File: config.mk
export PLATFORM = sky130hd
export DESIGN_NAME = aer_receiver
export DESIGN_NICKNAME = d
export VERILOG_FILES = /design/src/rtl/aer_receiver.sv
export SDC_FILE = /design/constraint.sdc
export NUM_CORES = 1
export LEC_CHECK = 0
export CAP_MARGIN = 20
export CORE_MARGIN = 2
export CORE_UTILIZATION = 55
export CTS_CLUSTER_SIZE = 30
export DETAILED_ROUTE_END_ITERATION = 10
export DONT_BUFFER_PORTS = 1
export PLACE_DENSITY = 0.7
export RECOVER_POWER = 25
export SYNTH_ARGS = -nofsm -noshare
export SYNTH_HDL_FRONTEND = slang
export SYNTH_SLANG_ARGS = --single-unit
File: constraint.sdc
create_clock -name clk -period 4 [get_ports clk]
set_clock_uncertainty 0.15 [all_clocks]
set_input_delay 1 -clock clk [delete_from_list [all_inputs] [get_ports clk]]
set_output_delay 1 -clock clk [all_outputs]
set_load 0.01 [all_outputs]
File: src/rtl/aer_receiver.sv
// DAVIS240C AER receiver: synchronised 4-phase REQ/ACK capture into a FWFT event FIFO.
// Define AER_TIMESTAMP_EN to attach a free-running TS_W-bit timestamp to every event.
module aer_receiver #(
   parameter int SETTLE_CYC = 2,
   parameter int TIMEOUT    = 1023,
   parameter int FIFO_DEPTH = 8,
   parameter int TS_W       = 16
) (
   input  logic                          clk,
   input  logic                          rst,
   input  logic                          req_n,
   input  logic [9:0]                    aer,
   output logic                          ack_n,
   output logic                          ev_valid,
   input  logic                          ev_ready,
   output logic [9:0]                    ev_addr,
   output logic [TS_W-1:0]               ev_ts,
   output logic [$clog2(FIFO_DEPTH):0]   fifo_level,
   output logic                          err_timeout,
   input  logic                          err_clr
);

   localparam int PW = $clog2(FIFO_DEPTH);
   localparam int LW = PW + 1;

   typedef enum logic [1:0] {IDLE, SETTLE, WAIT_REL, DRAIN} state_e;

   logic [1:0]     sync_q;
   logic           req_s;
   state_e         state_q;
   logic [3:0]     cnt_q;
   logic [15:0]    tmo_q;
   logic           ack_n_q;
   logic           err_q;

   logic [9:0]     mem_addr [FIFO_DEPTH];
   logic [PW-1:0]  wr_ptr_q, rd_ptr_q;
   logic [LW-1:0]  level_q, level_d;
   logic           full, push, pop;

   always_ff @(posedge clk or posedge rst) begin
      if (rst) sync_q <= 2'b11;
      else     sync_q <= {sync_q[0], req_n};
   end
   assign req_s = sync_q[1];

   assign full = (level_q == LW'(FIFO_DEPTH));
   assign push = (state_q == SETTLE) && (cnt_q == 4'(SETTLE_CYC - 1));
   assign pop  = ev_valid && ev_ready;

   // ack_n is registered from the state, so it follows WAIT_REL entry/exit by one cycle.
   always_ff @(posedge clk or posedge rst) begin
      if (rst) begin
         state_q <= IDLE;
         cnt_q   <= '0;
         tmo_q   <= '0;
         ack_n_q <= 1'b1;
         err_q   <= 1'b0;
      end else begin
         ack_n_q <= (state_q != WAIT_REL);
         if (err_clr) err_q <= 1'b0;
         case (state_q)
            IDLE: begin
               if (!req_s && !full) begin
                  state_q <= SETTLE;
                  cnt_q   <= '0;
               end
            end
            SETTLE: begin
               if (push) begin
                  state_q <= WAIT_REL;
                  tmo_q   <= '0;
               end else begin
                  cnt_q <= cnt_q + 4'd1;
               end
            end
            WAIT_REL: begin
               if (req_s) begin
                  state_q <= IDLE;
               end else if (tmo_q == 16'(TIMEOUT - 1)) begin
                  state_q <= DRAIN;
                  err_q   <= 1'b1;
               end else begin
                  tmo_q <= tmo_q + 16'd1;
               end
            end
            DRAIN:   if (req_s) state_q <= IDLE;
            default: state_q <= IDLE;
         endcase
      end
   end

   always_comb begin
      // NOTE: combinational blocks use '=' and assign a default first, so no latch is inferred.
      level_d = level_q;
      case ({push, pop})
         2'b10:   level_d = level_q + LW'(1);
         2'b01:   level_d = level_q - LW'(1);
         default: level_d = level_q;
      endcase
   end

   always_ff @(posedge clk or posedge rst) begin
      if (rst) begin
         wr_ptr_q <= '0;
         rd_ptr_q <= '0;
         level_q  <= '0;
      end else begin
         if (push) wr_ptr_q <= wr_ptr_q + PW'(1);
         if (pop)  rd_ptr_q <= rd_ptr_q + PW'(1);
         level_q <= level_d;
      end
   end

   // NOTE: storage is left unreset; the level counter alone decides which entries are valid.
   always_ff @(posedge clk) begin
      if (push) mem_addr[wr_ptr_q] <= aer;
   end

   assign ev_valid = (level_q != '0);
   assign ev_addr  = ev_valid ? mem_addr[rd_ptr_q] : '0;

`ifdef AER_TIMESTAMP_EN
   logic [TS_W-1:0] ts_q;
   logic [TS_W-1:0] mem_ts [FIFO_DEPTH];

   always_ff @(posedge clk or posedge rst) begin
      if (rst) ts_q <= '0;
      else     ts_q <= ts_q + TS_W'(1);
   end

   always_ff @(posedge clk) begin
      if (push) mem_ts[wr_ptr_q] <= ts_q;
   end

   assign ev_ts = ev_valid ? mem_ts[rd_ptr_q] : '0;
`else
   assign ev_ts = '0;
`endif

   assign ack_n       = ack_n_q;
   assign fifo_level  = level_q;
   assign err_timeout = err_q;

endmodule
==> results.toml, run 1 <==
[worst_setup_path]
r2r-start = "cnt_q[1]"
endpoint_kind = "output pin"
r2r_slack_ps = 1080
critical_path_class = "register to output pin"
crit_required_ps = 2850
reg2reg_depth = 11
startpoint_type = "register"
r2r-end = "fifo_level[3]"
crit_arrival_ps = 2210
crit_fanout = 19

[floorplanning]
dieArea_um2 = 9970
start_util_pct = 57.4
core-area_um2 = 8810
rows = 34
fp.dieH_um = 99.9
pin_count = 48
die_width_um = 99.9

[timing]
min_period_over_period_pct = 83.9
slew_viol_final = 0
slew_headroom_pct = 38.0
period_needed_ps = 3360
worstMarginPinSlew_ps = 907
rsz0062_at_grt = "false"
finalHoldViolCount = 0
setup_viol = 0
tns_ps = 0
clock.fmax_ghz = 0.298

[drt]
drt-initial-drc-count = 186
dr.pass1.iters = 4
vias = 2840
routed_wl_mm = 9.24
wl_per_cell_um = 19.0
viasPerCell = 5.84
drc = 0
ant_nets = 0

[final_layout]
final_cells = 486
drive_above_1_share_pct = 19.8
num_antenna_cells = 0
design_area_um2 = 5760
fin_nets = 390
layout_common_cells = "80 x edfxtp_1, 33 x dfrtp_1, 29 x nor2_1"
layout_commonest_cell = "edfxtp_1"
synthToLayoutAreaGrowth_pct = 14.1

[synth]
async_flop_share_pct = 31.0
synth_edf_count = 80
synth_flop_cell = "edfxtp_1"
synth_seq_cells = 116
yosys_warnings = 0
synthCells = 348
ys_seq_area_share_pct = 65.4
synth_cell_types = 42
syn_avg_cell_area_um2 = 14.5
synth_area_um2 = 5050

[cts]
ctsResizeCount = 0
root_buffer = "clkbuf_8"
cts.sinks = 116
ctsHoldBuffers = 0
cts_tree = "yes"
cts_max_level = 4
cts_buffer_depth = 2
clk_latency_ps = 500
clk_pin_slew_ps = 50
cts_made_buffers = 17
post-cts-setup-buffer-count = 0

[min_path]
hp-class = "primary input to async pin"

[placement]
place_area_um2 = 5170
port_buffers = 0
place.gp.congestion = 0.770
dp_cells = 455
place_hpwl_mm = 5.57

[run_status]
status = "finished clean"

[global_route]
grt_pass1_vias = 2860
grt.total_usage_pct = 20.2
grt_start_max_net_pins = 33
grt_pass1_wl_mm = 14.7
grt_remaining_overflow = 0
antenna_found_initial = 0

[flow_run]
drv_cap = 0

[power_and_ir_drop]
ir_drop_uv = 372
p_leak_nw = 2.12
power-per-cell-area_nw_per_um2 = 703
## critical path, cell delays in order, from the launching register on
cell	delay [ps]
dfrtp_1	880
buf_4	270
mux4_2	290
mux2i_1	160
nor2_1	100
## power by group
group          internal (mW)  switching, mW
Combinational          0.446          0.474
Sequential              1.42          0.211
Clock                  0.952          0.549
Total                   2.82           1.23
## registers in the layout, indices dropped and copies added (netlist names)
register and count:
cnt_q 4, ack_n 1, err_timeout 1, wr_ptr_q 3, tmo_q 16, fifo_level 4, sync_q 2, state_q 2
mem_addr 80, rd_ptr_q 3
## layer usage
metal	global-route usage (%)	part of all wire, %	vias to the layer above
li1	-	-	1316
met1	26.6	43	1411
met2	31.3	49	108
met3	6.69	7.6	5
met4	8.85	0.60	0
met5	0	0	-
## how the worst max path moves through the flow
stage	start	end	slack [ps]	depth (start not counted)
after global placement	rd_ptr_q[1]	ev_addr[9]	1170	4
after global routing	rd_ptr_q[1]	ev_addr[9]	530	4
after floorplan	cnt_q[1]	mem_addr[0][0]	1010	7
final	rd_ptr_q[1]	ev_addr[9]	640	4
after detailed placement	cnt_q[1]	fifo_level[2]	1100	12
after CTS	rd_ptr_q[1]	ev_addr[9]	590	4
## cell usage after synthesis, drive strengths merged (4+ instances only)
| master | number | share of area, % |
|---|---|---|
| o31ai | 7 | 1.0 |
| nand2b | 4 | 0.50 |
| buf | 20 | 2.9 |
| clkbuf | 8 | 0.59 |
| a21oi | 6 | 0.82 |
| mux2i | 10 | 2.0 |
| edfxtp | 80 | 48 |
| inv | 11 | 0.82 |
| o21ai | 23 | 2.3 |
| dfrtp | 33 | 16 |
| nor2 | 29 | 2.2 |
| a31oi | 4 | 0.50 |
| nand4 | 9 | 1.1 |
| ha | 9 | 2.2 |
| mux4 | 20 | 8.9 |
| nand2 | 23 | 1.7 |
| xor2 | 4 | 0.69 |
| nor3 | 7 | 0.69 |
| xnor2 | 7 | 1.2 |
| nand3 | 4 | 0.40 |
| mux2 | 4 | 0.89 |
## metrics by stage
step / setup slack (ps) / hold WS [ps] / power (mW) / utilization, %
after floorplan: 1010 / 195 / 2.38 / -
after global placement: 1170 / 196 / 2.55 / 58.7
after detailed placement: 1100 / 199 / 2.58 / 58.7
after CTS: 592 / 98.6 / 4.09 / 65.5
after global routing: 533 / 98.9 / 4.26 / 65.5
final: 643 / 118 / 4.05 / 65.5
## cells by family (layout without fill, tap and decap cells)
family	Yosys count	in the layout	synth area share, %
compound gates	46	46	5.57
flops	116	116	65.4
fa+ha+maj	9	9	2.23
simple gates	91	91	8.62
mux	34	34	11.8
xor+xnor	11	11	1.91
other cells	1	16	0.0742
buf+inv	40	55	4.38
## final cells by class
type | count | area (um2)
Sequential cell | 116 | 3310
Fill cell | 606 | 3040
Multi-Input combinational cell | 207 | 1590
Clock buffer | 17 | 414
Clock inverter | 14 | 179
Tap cell | 108 | 135
Timing Repair Buffer | 12 | 90.1
Inverter | 12 | 45.0
No activity file was read; power rests on OpenSTA's default activity.
==> run 2, diff against run 1 <==
==> constraint.sdc (replaced) <==
create_clock -name clk -period 3.25 [get_ports clk]
set_clock_uncertainty 0.15 [all_clocks]
set_input_delay 0.8125 -clock clk [delete_from_list [all_inputs] [get_ports clk]]
set_output_delay 0.8125 -clock clk [all_outputs]
set_load 0.01 [all_outputs]
==> run 2 against run 1 <==
  * Cell area about the same
  * Clock power grew 16%
  * Sequential share of layout area hardly changed
  * Highest routed layer unchanged
  * Register-to-register slack worse by 540 ps
  * Critical endpoint is now ev_addr[1]
  * Critical path depth stayed put
  * Critical path type unchanged
==> results.toml, run 2 (synthesized netlist as in run 1, its figures left out) <==
[power_and_ir_drop]
p_leak_nw = 2.13
power.switching_mw = 1.56
p_sw_share_pct = 31.8
ir_drop_uv = 469
combPwrFrac_pct = 24.4
p_int_mw = 3.34
power_frac_seq_pct = 40.1
clkPwrFrac_pct = 35.5
p_total_mw = 4.89
power-per-cell-area_nw_per_um2 = 849

[floorplanning]
fp.dieH_um = 99.9
die_width_um = 99.9
start_util_pct = 57.4
pin_count = 48
core-area_um2 = 8810
rows = 34
dieArea_um2 = 9970

[worst_setup_path]
reg2reg_depth = 12
crit_arrival_ps = 2120
setup.worst_path.end = "ev_addr[1]"
startpoint_type = "register"
crit_fanout = 22
r2r_slack_ps = 540
r2r-end = "fifo_level[2]"
startpoint = "rd_ptr_q[0]"
critical_path_class = "register to output pin"
r2r-start = "cnt_q[1]"
endpoint_kind = "output pin"
crit_required_ps = 2290

[global_route]
grt_start_max_net_pins = 33
grt_remaining_overflow = 0
globalRouteMet3Util_pct = 7.17
met2_usage_pct = 31.1
grt_pass1_wl_mm = 14.9
grt_pass1_vias = 2851
antenna_found_initial = 0
gr-usage-met1_pct = 27.5
top_usage_layer = "met2"
grt.total_usage_pct = 20.3

[placement]
port_buffers = 0
place.gp.congestion = 0.749
place_hpwl_mm = 5.50

[final_layout]
drive_above_1_share_pct = 20.4
largestRegisters = "mem_addr: 80 flops, tmo_q: 16 flops"
largest_register_ffs = 80
regMostFlops = "mem_addr"
num_antenna_cells = 0
layout_common_cells = "80 x edfxtp_1, 33 x dfrtp_1, 29 x nor2_1"
fin_nets = 393
fillers = 631
synthToLayoutAreaGrowth_pct = 14.0
layout_commonest_cell = "edfxtp_1"

[timing]
setup_viol = 0
min_period_over_period_pct = 94.9
clock.fmax_ghz = 0.324
worstMarginPinSlew_ps = 742
tns_ps = 0
finalHoldViolCount = 0
slew_headroom_pct = 50.5
slew_viol_final = 0
rsz0062_at_grt = "false"
period_needed_ps = 3080

[drt]
ant_nets = 0
vias = 2856
viasPerCell = 5.83
wl_per_cell_um = 18.8
routed_wl_mm = 9.21
drc = 0
dr.pass1.iters = 4
drt-initial-drc-count = 224

[cts]
cts.sinks = 116
ctsResizeCount = 0
cts_tree = "yes"
root_buffer = "clkbuf_8"
cts_made_buffers = 17
cts_max_level = 4
clk_pin_slew_ps = 60
cts_buffer_depth = 2
clk_latency_ps = 510

[flow_run]
drv_cap = 0

[min_path]
min-delay-start = "req_n"
hp-class = "primary input to register"

[run_status]
status = "finished clean"
## run 2: cell types whose count changed in the layout (fill, tap and decap cells not counted), sizes merged
cell	delta
dlygate4sd3	+1
clkinvlp	-2
bufinv	-2
inv	+3
buf	+2
clkinv	+2
## run 2: metal layers
| metal | vias to the layer above | share of wire, % |
|---|---|---|
| met2 | 83 | 48 |
| met5 | - | 0 |
| met1 | 1441 | 44 |
| li1 | 1325 | - |
| met4 | 0 | 0.89 |
| met3 | 7 | 6.7 |
## run 2: worst min-delay path by stage
stage	slack, ps	to	cells after the start
after global routing	110	sync_q[0]	0
after floorplan	200	sync_q[1]	0
after CTS	120	sync_q[0]	0
after global placement	200	sync_q[1]	0
after detailed placement	200	sync_q[1]	0
final	150	sync_q[0]	0
## run 2: repair_timing
action,4_1_cts,5_1_grt
buffers inserted,0,0
endpoints found under the hold margin,4,0
setup endpoints to repair,0,0
hold buffers,1,0
## run 2: power groups by stage
| stage | Clock (mW) | Sequential [mW] | Combinational [mW] |
|---|---|---|---|
| 6_report | 1.74 | 1.96 | 1.19 |
| 3_5_place_dp | 0 | 1.99 | 1.20 |
| 4_1_cts | 1.77 | 1.96 | 1.21 |
| 5_1_grt | 1.84 | 1.98 | 1.32 |
| 2_1_floorplan | 0 | 1.90 | 1.02 |
| 3_3_place_gp | 0 | 1.98 | 1.17 |
## run 2: per-stage QoR
| stage | setup WS [ps] | util, % | std cells | hold WS (ps) | instance area, um2 |
|---|---|---|---|---|---|
| floorplan | 258 | - | 363 | 195 | 5110 |
| global placement | 645 | 58.9 | 457 | 195 | 5190 |
| detailed placement | 545 | 58.9 | 457 | 201 | 5190 |
| CTS | 105 | 65.4 | 490 | 120 | 5760 |
| global route | 12.0 | 65.4 | 490 | 114 | 5760 |
| finish | 167 | 65.4 | 490 | 146 | 5760 |
## run 2: worst max-delay path: stages (launching register included)
cell     delay (ps)
dfrtp_1         320
buf_4           390
mux4_2          560
mux2i_1         220
nor2_1          120
## run 2: final cells by class
type | count | area, um2 | area share (%)
Tap cell | 108 | 135 | 2.35
Clock inverter | 15 | 149 | 2.59
Sequential cell | 116 | 3310 | 57.4
Timing Repair Buffer | 15 | 115 | 2.00
Clock buffer | 17 | 414 | 7.19
Inverter | 12 | 45.0 | 0.782
Multi-Input combinational cell | 207 | 1590 | 27.7
==> run 3, diff against run 2 <==
--- a/config.mk
+++ b/config.mk
@@ -6,8 +6,8 @@
 export NUM_CORES = 1
 export LEC_CHECK = 0
 export CAP_MARGIN = 20
-export CORE_MARGIN = 2
 export CORE_UTILIZATION = 55
+export CTS_CLUSTER_DIAMETER = 100
 export CTS_CLUSTER_SIZE = 30
 export DETAILED_ROUTE_END_ITERATION = 10
 export DONT_BUFFER_PORTS = 1
==> run 3 against run 2 <==
  * The run now ends with design-rule violations left
  * Critical path depth unchanged
  * Sequential cell count unchanged
  * Critical endpoint is now ev_addr[8]
  * Global-route usage rose by 0.15 points
  * Clock power shrank 10%
  * Largest power group unchanged
  * Utilization fell by 0.64 points
  * First-iteration DRC count shrank 21%
  * Routed wire length fell by 2.9%
  * Register-to-register slack lost 20 ps
  * Maximum frequency is 2.0% higher
==> results.toml, run 3 (synthesized netlist as in run 1, its figures left out) <==
[flow_run]
drv_cap = 0

[global_route]
globalRouteMet3Util_pct = 7.30
grt_start_max_net_pins = 34
grt_pass1_wl_mm = 14.4
grt_remaining_overflow = 0
grt.total_usage_pct = 20.5
met2_usage_pct = 31.2
antenna_found_initial = 0
grt_pass1_vias = 2774
top_usage_layer = "met2"
gr-usage-met1_pct = 27.3

[floorplanning]
dieArea_um2 = 9580
pin_count = 48
core-area_um2 = 8810
start_util_pct = 57.4
die_width_um = 97.9
rows = 34
fp.dieH_um = 97.9

[worst_setup_path]
crit_chain = "buf_4 > mux4_2 > mux2i_1 > nor2_1"
crit_arrival_ps = 2060
r2r-end = "fifo_level[2]"
endpoint_kind = "output pin"
reg2reg_depth = 12
cpMaxStageDelayCell = "mux4_2"
r2r-start = "cnt_q[1]"
startpoint_type = "register"
cp_slowest_stage_delay_ps = 580
r2r_slack_ps = 520
critical_path_class = "register to output pin"
crit_fanout = 22
crit_required_ps = 2290

[final_layout]
final_cells = 489
multiInputGateArea_um2 = 1590
layout_commonest_cell = "edfxtp_1"
synthToLayoutAreaGrowth_pct = 12.8
fillers = 633
largestRegisters = "mem_addr: 80 flops, tmo_q: 16 flops"
largest_register_ffs = 80
regArea_um2 = 3310
regMostFlops = "mem_addr"
fin_nets = 393
num_antenna_cells = 0
drive_above_1_share_pct = 19.7
layout_common_cells = "80 x edfxtp_1, 33 x dfrtp_1, 29 x nor2_1"

[cts]
cts_buffer_depth = 2
clk_latency_ps = 500
post-cts-setup-buffer-count = 0
clk_pin_slew_ps = 60
root_buffer = "clkbuf_8"
cts_made_buffers = 17
cts_tree = "yes"
cts_max_level = 4
ctsHoldBuffers = 1
cts.sinks = 116
ctsResizeCount = 0

[drt]
drc = 14
viasPerCell = 5.88
ant_nets = 0
routed_wl_mm = 8.94
dr.pass1.iters = 7
drt-initial-drc-count = 178
vias = 2874
wl_per_cell_um = 18.3

[min_path]
holdPathStages = 0
hp-class = "primary input to register"
min-delay-start = "req_n"
hold_path_end = "sync_q[0]"

[placement]
place_hpwl_mm = 5.51
port_buffers = 0
place.gp.congestion = 0.764
dp_cells = 457

[timing]
clock.fmax_ghz = 0.331
min_period_over_period_pct = 93.0
period_needed_ps = 3020
rsz0062_at_grt = "false"
finalHoldViolCount = 0
slew_headroom_pct = 50.3
worstMarginPinSlew_ps = 738
tns_ps = 0
setup_viol = 0
slew_viol_final = 0

[power_and_ir_drop]
power_frac_seq_pct = 41.7
combPwrFrac_pct = 25.0
ir_drop_uv = 471
power-per-cell-area_nw_per_um2 = 824
p_sw_share_pct = 31.3
p_int_mw = 3.23
clkPwrFrac_pct = 33.3
power.switching_mw = 1.47
p_leak_nw = 2.10

[run_status]
status = "finished with violations"
violations = "design-rule violations"
==> run 3: per-stage QoR <==
step	hold slack (ps)	util, %	setup WS (ps)	area [um2]	power (mW)
2_1_floorplan	195	-	258	5110	2.92
3_3_place_gp	196	58.9	633	5190	3.14
3_5_place_dp	199	58.9	556	5190	3.18
4_1_cts	126	64.8	168	5700	4.75
5_1_grt	121	64.8	88.3	5700	4.95
6_report	150	64.8	228	5700	4.70
==> run 3: worst max-delay path: cells and delay by family, from the launching register on <==
kind,cells,cell delay (ps)
and+or+nand+nor,1,110
muxes,2,730
buffers and inverters,1,380
DFF,1,330
==> run 3: area by class of cell <==
class / instances / share of cell area, %
clock inverters: 13 / 1.56
well taps: 108 / 2.37
multi-input cells: 207 / 28.0
inverters: 12 / 0.790
clock buffers: 18 / 7.33
flip-flops and latches: 116 / 58.0
repair buffers: 15 / 2.02
==> run 3: how the worst max path moves through the flow <==
stage	from	end	slack [ps]	depth (start not counted)
6_report	rd_ptr_q[0]	ev_addr[8]	230	4
5_1_grt	rd_ptr_q[0]	ev_addr[1]	90	4
4_1_cts	rd_ptr_q[0]	ev_addr[1]	170	4
3_5_place_dp	cnt_q[1]	fifo_level[2]	560	12
3_3_place_gp	cnt_q[1]	fifo_level[2]	630	12
2_1_floorplan	cnt_q[1]	mem_addr[0][0]	260	7
==> run 3: power by group through the flow <==
stage	clock network [mW]	registers (mW)	logic, mW
final	1.56	1.96	1.17
after detailed placement	0	1.99	1.19
after CTS	1.59	1.96	1.20
after global placement	0	1.98	1.16
after floorplan	0	1.90	1.02
after global routing	1.66	1.99	1.30
==> run 3: routing by layer <==
metal / vias up / routed length, um
met4: 0 / 79
met3: 9 / 623
met1: 1444 / 3810
met5: - / 0
li1: 1322 / -
met2: 99 / 4430
